$ cat config.mk
export PLATFORM = sky130hd
export DESIGN_NAME = temp_scan_ctrl_flat
export DESIGN_NICKNAME = d
export VERILOG_FILES = /design/src/rtl/temp_scan_ctrl_if.sv /design/src/rtl/temp_scan_ctrl.sv /design/src/flat_wrapper.sv
export SDC_FILE = /design/constraint.sdc
export NUM_CORES = 1
export LEC_CHECK = 0
export CAP_MARGIN = 40
export CORE_UTILIZATION = 57
export DETAILED_ROUTE_END_ITERATION = 8
export PLACE_DENSITY = 0.84
export SLEW_MARGIN = 0
export SYNTH_ARGS = -nofsm -noshare
export SYNTH_HDL_FRONTEND = slang
export SYNTH_SLANG_ARGS = --single-unit
$ cat constraint.sdc
create_clock -name clk -period 4.5 [get_ports clk]
set_input_delay 0.675 -clock clk [delete_from_list [all_inputs] [get_ports clk]]
set_output_delay 0.675 -clock clk [all_outputs]
set_load 0.01 [all_outputs]
$ cat src/rtl/temp_scan_ctrl_if.sv
// Shared sensor read port: req/sel out, ack/data back.
// Data is valid in the same cycle as ack.
interface temp_scan_ctrl_if #(
  parameter int W = 8
);
  logic         sens_req;
  logic [1:0]   sens_sel;
  logic         sens_ack;
  logic [W-1:0] sens_data;

  modport master (
    output sens_req,
    output sens_sel,
    input  sens_ack,
    input  sens_data
  );

  modport slave (
    input  sens_req,
    input  sens_sel,
    output sens_ack,
    output sens_data
  );
endinterface

$ cat src/rtl/temp_scan_ctrl.sv
// Periodic 4-sensor temperature scan: average, threshold,
// debounced over-temp flag and sticky ack-timeout fault.
module temp_scan_ctrl #(
  parameter int W       = 8,
  parameter int PERIOD  = 100,
  parameter int TIMEOUT = 16,
  parameter int HOT_CNT = 2
) (
  input  logic             clk,
  input  logic             reset,
  input  logic             enable,
  input  logic [W-1:0]     temp_compare,
  temp_scan_ctrl_if.master sens,
  output logic [W-1:0]     avg,
  output logic             avg_valid,
  output logic             tooHot,
  output logic             busy,
  output logic             fault
);

  localparam int TW = $clog2(PERIOD);
  localparam int CW = $clog2(TIMEOUT + 1);
  localparam int HW = $clog2(HOT_CNT + 1);

  typedef enum logic [1:0] {
    IDLE,
    REQ,
    CALC
  } state_t;

  state_t        state_q, state_d;
  logic [1:0]    sel_q, sel_d;
  logic [W+1:0]  sum_q, sum_d;
  logic          req_q, req_d;
  logic [CW-1:0] tcnt_q, tcnt_d;
  logic [TW-1:0] timer_q, timer_d;
  logic [W-1:0]  avg_q, avg_d;
  logic          vld_q, vld_d;
  logic          hot_q, hot_d;
  logic [HW-1:0] hcnt_q, hcnt_d;
  logic          fault_q, fault_d;

  logic          tick;
  logic [W-1:0]  avg_n;
  logic          hot_scan;
  logic [HW-1:0] hcnt_inc;

  always_ff @(posedge clk) begin
    if (reset) begin
      state_q <= IDLE;
      sel_q   <= '0;
      sum_q   <= '0;
      req_q   <= 1'b0;
      tcnt_q  <= '0;
      timer_q <= TW'(PERIOD - 1);
      avg_q   <= '0;
      vld_q   <= 1'b0;
      hot_q   <= 1'b0;
      hcnt_q  <= '0;
      fault_q <= 1'b0;
    end else begin
      state_q <= state_d;
      sel_q   <= sel_d;
      sum_q   <= sum_d;
      req_q   <= req_d;
      tcnt_q  <= tcnt_d;
      timer_q <= timer_d;
      avg_q   <= avg_d;
      vld_q   <= vld_d;
      hot_q   <= hot_d;
      hcnt_q  <= hcnt_d;
      fault_q <= fault_d;
    end
  end

  always_comb begin
    state_d  = state_q;
    sel_d    = sel_q;
    sum_d    = sum_q;
    req_d    = req_q;
    tcnt_d   = tcnt_q;
    avg_d    = avg_q;
    vld_d    = 1'b0;
    hot_d    = hot_q;
    hcnt_d   = hcnt_q;
    fault_d  = fault_q;

    tick     = enable && (timer_q == '0);
    timer_d  = (!enable || tick) ? TW'(PERIOD - 1)
                                 : timer_q - TW'(1);

    avg_n    = sum_q[W+1:2];
    hot_scan = avg_n > temp_compare;
    hcnt_inc = (hcnt_q == HW'(HOT_CNT)) ? hcnt_q
                                        : hcnt_q + HW'(1);

    unique case (state_q)
      IDLE: begin
        if (tick) begin
          state_d = REQ;
          sel_d   = '0;
          sum_d   = '0;
          req_d   = 1'b1;
          tcnt_d  = '0;
        end
      end
      REQ: begin
        // req low here is the mandatory gap between reads
        if (!req_q) begin
          req_d  = 1'b1;
          tcnt_d = '0;
        end else if (sens.sens_ack) begin
          sum_d = sum_q + {2'b00, sens.sens_data};
          req_d = 1'b0;
          if (sel_q == 2'd3) state_d = CALC;
          else sel_d = sel_q + 2'd1;
        end else if (tcnt_q == CW'(TIMEOUT - 1)) begin
          req_d   = 1'b0;
          fault_d = 1'b1;
          state_d = IDLE;
        end else begin
          tcnt_d = tcnt_q + CW'(1);
        end
      end
      CALC: begin
        avg_d   = avg_n;
        vld_d   = 1'b1;
        state_d = IDLE;
        if (hot_scan) begin
          hcnt_d = hcnt_inc;
          hot_d  = (hcnt_inc == HW'(HOT_CNT));
        end else begin
          hcnt_d = '0;
          hot_d  = 1'b0;
        end
      end
      default: state_d = IDLE;
    endcase
  end

  assign sens.sens_req = req_q;
  assign sens.sens_sel = sel_q;
  assign avg           = avg_q;
  assign avg_valid     = vld_q;
  assign tooHot        = hot_q;
  assign busy          = (state_q != IDLE);
  assign fault         = fault_q;

endmodule
$ cat src/flat_wrapper.sv
// flat-port wrapper written by rule: the top's interface ports become plain ports
module temp_scan_ctrl_flat 
#(
  parameter int W       = 8,
  parameter int PERIOD  = 100,
  parameter int TIMEOUT = 16,
  parameter int HOT_CNT = 2
)
  (clk, reset, enable, temp_compare, avg, avg_valid, tooHot, busy, fault, sens_sens_req, sens_sens_sel, sens_sens_ack, sens_sens_data);
  temp_scan_ctrl_if #(.W(W)) sens_i ();
  input  logic clk;
  input  logic reset;
  input  logic enable;
  input  logic [W-1:0] temp_compare;
  output logic [W-1:0] avg;
  output logic avg_valid;
  output logic tooHot;
  output logic busy;
  output logic fault;
  output wire logic [$bits(sens_i.sens_req)-1:0] sens_sens_req;
  output wire logic [$bits(sens_i.sens_sel)-1:0] sens_sens_sel;
  input wire logic [$bits(sens_i.sens_ack)-1:0] sens_sens_ack;
  input wire logic [$bits(sens_i.sens_data)-1:0] sens_sens_data;
  assign sens_sens_req = sens_i.sens_req;
  assign sens_sens_sel = sens_i.sens_sel;
  assign sens_i.sens_ack = sens_sens_ack;
  assign sens_i.sens_data = sens_sens_data;
  temp_scan_ctrl #(.W(W), .PERIOD(PERIOD), .TIMEOUT(TIMEOUT), .HOT_CNT(HOT_CNT)) u_core (.clk(clk), .reset(reset), .enable(enable), .temp_compare(temp_compare), .sens(sens_i), .avg(avg), .avg_valid(avg_valid), .tooHot(tooHot), .busy(busy), .fault(fault));
endmodule
==> metrics.md <==
| Metric | Value |
|---|---|
| Die area | `4020 um^2` |
| Post-layout worst setup margin | `2100 ps` |
| Die Wd | `63.4 um` |
| Total Wirelength | `4500 um` |
| Reg2reg path depth | `8` |
| DP Wirelength | `3400 um` |
| HP Class | `reg -> reg` |
| Crit path max-delay cell type | `clkdlybuf4s50_1` |
| Core ar. | `3470 um^2` |
| FF-to-FF End | `u_core.tcnt_q[0]` |
| Drt wl/cell | `13.1 um` |
| Pwr dens | `247 nW/um^2` |
| Mapped Area | `2150 um^2` |
| R2R setup slack | `2490 ps` |
| Critical path endpoint | `u_core.sum_q[8]` |
| Initial antenna violation count | `0` |
| P&R area growth vs syn | `22.6%` |
| Seq/Total Area, Yosys | `36.3%` |
| Clock latency on the worst-skew pair | `300 ps` |
| CTS Root Cell | `clkbuf_8` |
| Max-cap viol count | `0` |
| FF+latch count, synth | `39` |
| Post-Syn Area per Cell | `8.21 um^2` |
| EDFF count, synth | `0` |
| Tightest Pin Transition | `578 ps` |
| All-Layer GR Usage | `26.4%` |
| Area of the multi-input gates | `1260 um^2` |
| Mapped Cells | `262` |
| Final Hold Viols | `0` |
| Worst Setup Path Type | `in -> reg` |
| Filler cell count | `275` |
| Placement Rows | `21` |
| Hold_ws | `400 ps` |
| CTS Sinks | `39` |
| Crit Reg-Reg Startpoint | `u_core.tcnt_q[0]` |
| Largest net degree at the start of global routing | `33` |
| Dpl ws | `1800 ps` |
| Vias in the first global route | `1834` |
| Antenna Nets Post-Route | `0` |
| # IOs | `35` |
| Yosys warns | `0` |
| CTS tree | `built` |
| Diodes inserted | `0` |
| Reg area | `781 um^2` |
| Tmin final | `2400 ps` |
| Max Slew Vio Count | `0` |
| Post-route DRC | `0` |
| Post-synth net total | `305` |
| Share of layout cells above drive strength 1 | `4.35%` |
| First-pass GRT wire length | `8090 um` |
| Synth async-reset ratio | `0%` |
| Placer Congestion | `0.832` |
| Max transition margin | `61.4%` |
| Die height | `63.4 um` |
| Finished Layout Cells | `345` |
| Max clock buf depth | `2` |
| Most common cell after layout, fill and taps aside | `dfxtp_1` |
| Post-CTS Resized | `0` |
| Crit Path Max Fanout | `3` |
| Vias | `1882` |
| Final setup fails | `0` |
| Leak | `1.04 nW` |
| Synth cell types | `47` |
| Total grt overflow | `0` |
| Setup TNS | `0 ps` |
| Total power | `0.000650 W` |
| Total CTS buffers | `5` |
| Iter 0 DRT Violations | `100` |
| CTS HTree Levels | `2` |
| Via density | `5.46` |
| Most frequent cells in the layout | `39 x dfxtp_1, 36 x nand2_1, 34 x clkdlybuf4s50_1, 28 x nor2_1` |
| Cell mode on critical path | `o31a_1` |
| Most used DFF post-synth | `dfxtp_1` |
| CP endpoint kind | `register` |
| Nets@finish | `341` |
| Crit path required time | `4730 ps` |
| VDD IR max | `228 uV` |
| Crit share post-route | `53.2%` |
| Total setup buffers inserted after CTS | `0` |
| Final Skew | `4.35 ps` |
| Initial core utilization | `62.0%` |
| Clock transition at the registers of the reported paths | `70 ps` |
| CP arrival | `2620 ps` |
| Startpoint Class | `input port` |
| CP max stage delay | `410 ps` |
| Run status | `completed` |
| Setup crit start | `sens_sens_data[0]` |
| Worst path cell trace | `clkdlybuf4s50_1 > ha_1 > inv_1 > fa_1 > nor2b_1 > o31a_1 > o31a_1 > o31ai_1 > mux2i_1` |
| 1st-pass router iterations | `4` |
| Hold Buf Count CTS | `0` |
| IO Port Bufs | `34` |
| RSZ-0062 raised after global routing | `false` |
| DP Cell Count | `337` |
| Fmax | `417 MHz` |
[worst min-delay path by stage]
stage,startpoint,endpoint,slack [ps],cells past startpoint
after floorplan,u_core.timer_q[0],u_core.timer_q[0],370,1
after global placement,u_core.timer_q[0],u_core.timer_q[0],380,1
after detailed placement,u_core.timer_q[0],u_core.timer_q[0],380,1
after CTS,u_core.timer_q[0],u_core.timer_q[0],400,1
after global routing,u_core.timer_q[0],u_core.timer_q[0],440,1
final,u_core.timer_q[0],u_core.timer_q[0],400,1
[through the flow]
step	util, %	instance area [um^2]
2_1_floorplan	-	2150
3_3_place_gp	73.1	2540
3_5_place_dp	73.1	2540
4_1_cts	76.0	2640
5_1_grt	76.0	2640
6_report	76.0	2640
[where the power goes]
part           internal (W)  switching, W
logic             0.0000241     0.0000210
registers          0.000346   0.000000677
clock network      0.000140      0.000119
[flip-flops by register name, summed over array words and instances (netlist names)]
| register | count |
|---|---|
| u_core.fault | 1 |
| u_core.sens.sens_sel | 2 |
| u_core.state_q | 2 |
| u_core.sum_q | 10 |
| u_core.sens.sens_req | 1 |
| u_core.avg_valid | 1 |
| u_core.hcnt_q | 2 |
| u_core.tcnt_q | 5 |
| u_core.timer_q | 7 |
| u_core.avg | 8 |
[worst max-delay path, delay by kind of cell]
family	cells	cell delay, ps
AOI/OAI and AO/OA	3	800
adders and majority gates	2	400
buffers and inverters	2	480
and+or+nand+nor	1	60
muxes	1	210
[cell type report]
type,instances,area share [%]
multi-input cells,194,47.8
flip-flops and latches,39,29.6
inverters,22,3.13
clock buffers,8,3.80
well taps,46,2.18
repair buffers,36,13.5
[logic make-up (layout without fill, tap and decap cells)]
logic type | after synthesis | after routing | share of synthesized area (%)
simple gates | 104 | 104 | 23.8
compound gates | 59 | 59 | 17.7
flops | 39 | 39 | 36.3
buf+inv | 29 | 66 | 5.12
fa+ha+maj | 23 | 23 | 13.7
xor+xnor | 6 | 6 | 2.44
mux | 2 | 2 | 0.931
[cells in the mapped netlist, types with 2 or more instances]
master | instances | area share, %
dfxtp_1 | 39 | 36
nand2_1 | 36 | 6.3
nor2_1 | 28 | 4.9
ha_1 | 22 | 13
inv_1 | 22 | 3.8
a21oi_1 | 21 | 4.9
o21ai_0 | 10 | 2.3
clkbuf_1 | 6 | 1.0
nand2b_1 | 6 | 1.7
nor3_1 | 6 | 1.4
nand3_1 | 4 | 0.93
nand4_1 | 4 | 1.2
nor2b_1 | 4 | 1.2
nor4_1 | 4 | 1.2
xnor2_1 | 4 | 1.6
a211oi_1 | 3 | 1.0
a21o_1 | 2 | 0.70
a31oi_1 | 2 | 0.58
a41oi_1 | 2 | 0.81
and3_1 | 2 | 0.58
mux2i_1 | 2 | 0.93
o211ai_1 | 2 | 0.70
o21a_1 | 2 | 0.70
o21bai_1 | 2 | 0.70
o31a_1 | 2 | 0.81
o31ai_1 | 2 | 0.70
or3_1 | 2 | 0.58
xor2_1 | 2 | 0.81
[routing by layer]
metal	track usage (%)	wire length [um]	vias up
met3	8.70	276	7
met4	9.66	80	0
met5	0	0	-
met2	42.7	2070	52
li1	-	-	995
met1	32.4	2080	828
Power figures use the tool's default switching activity.
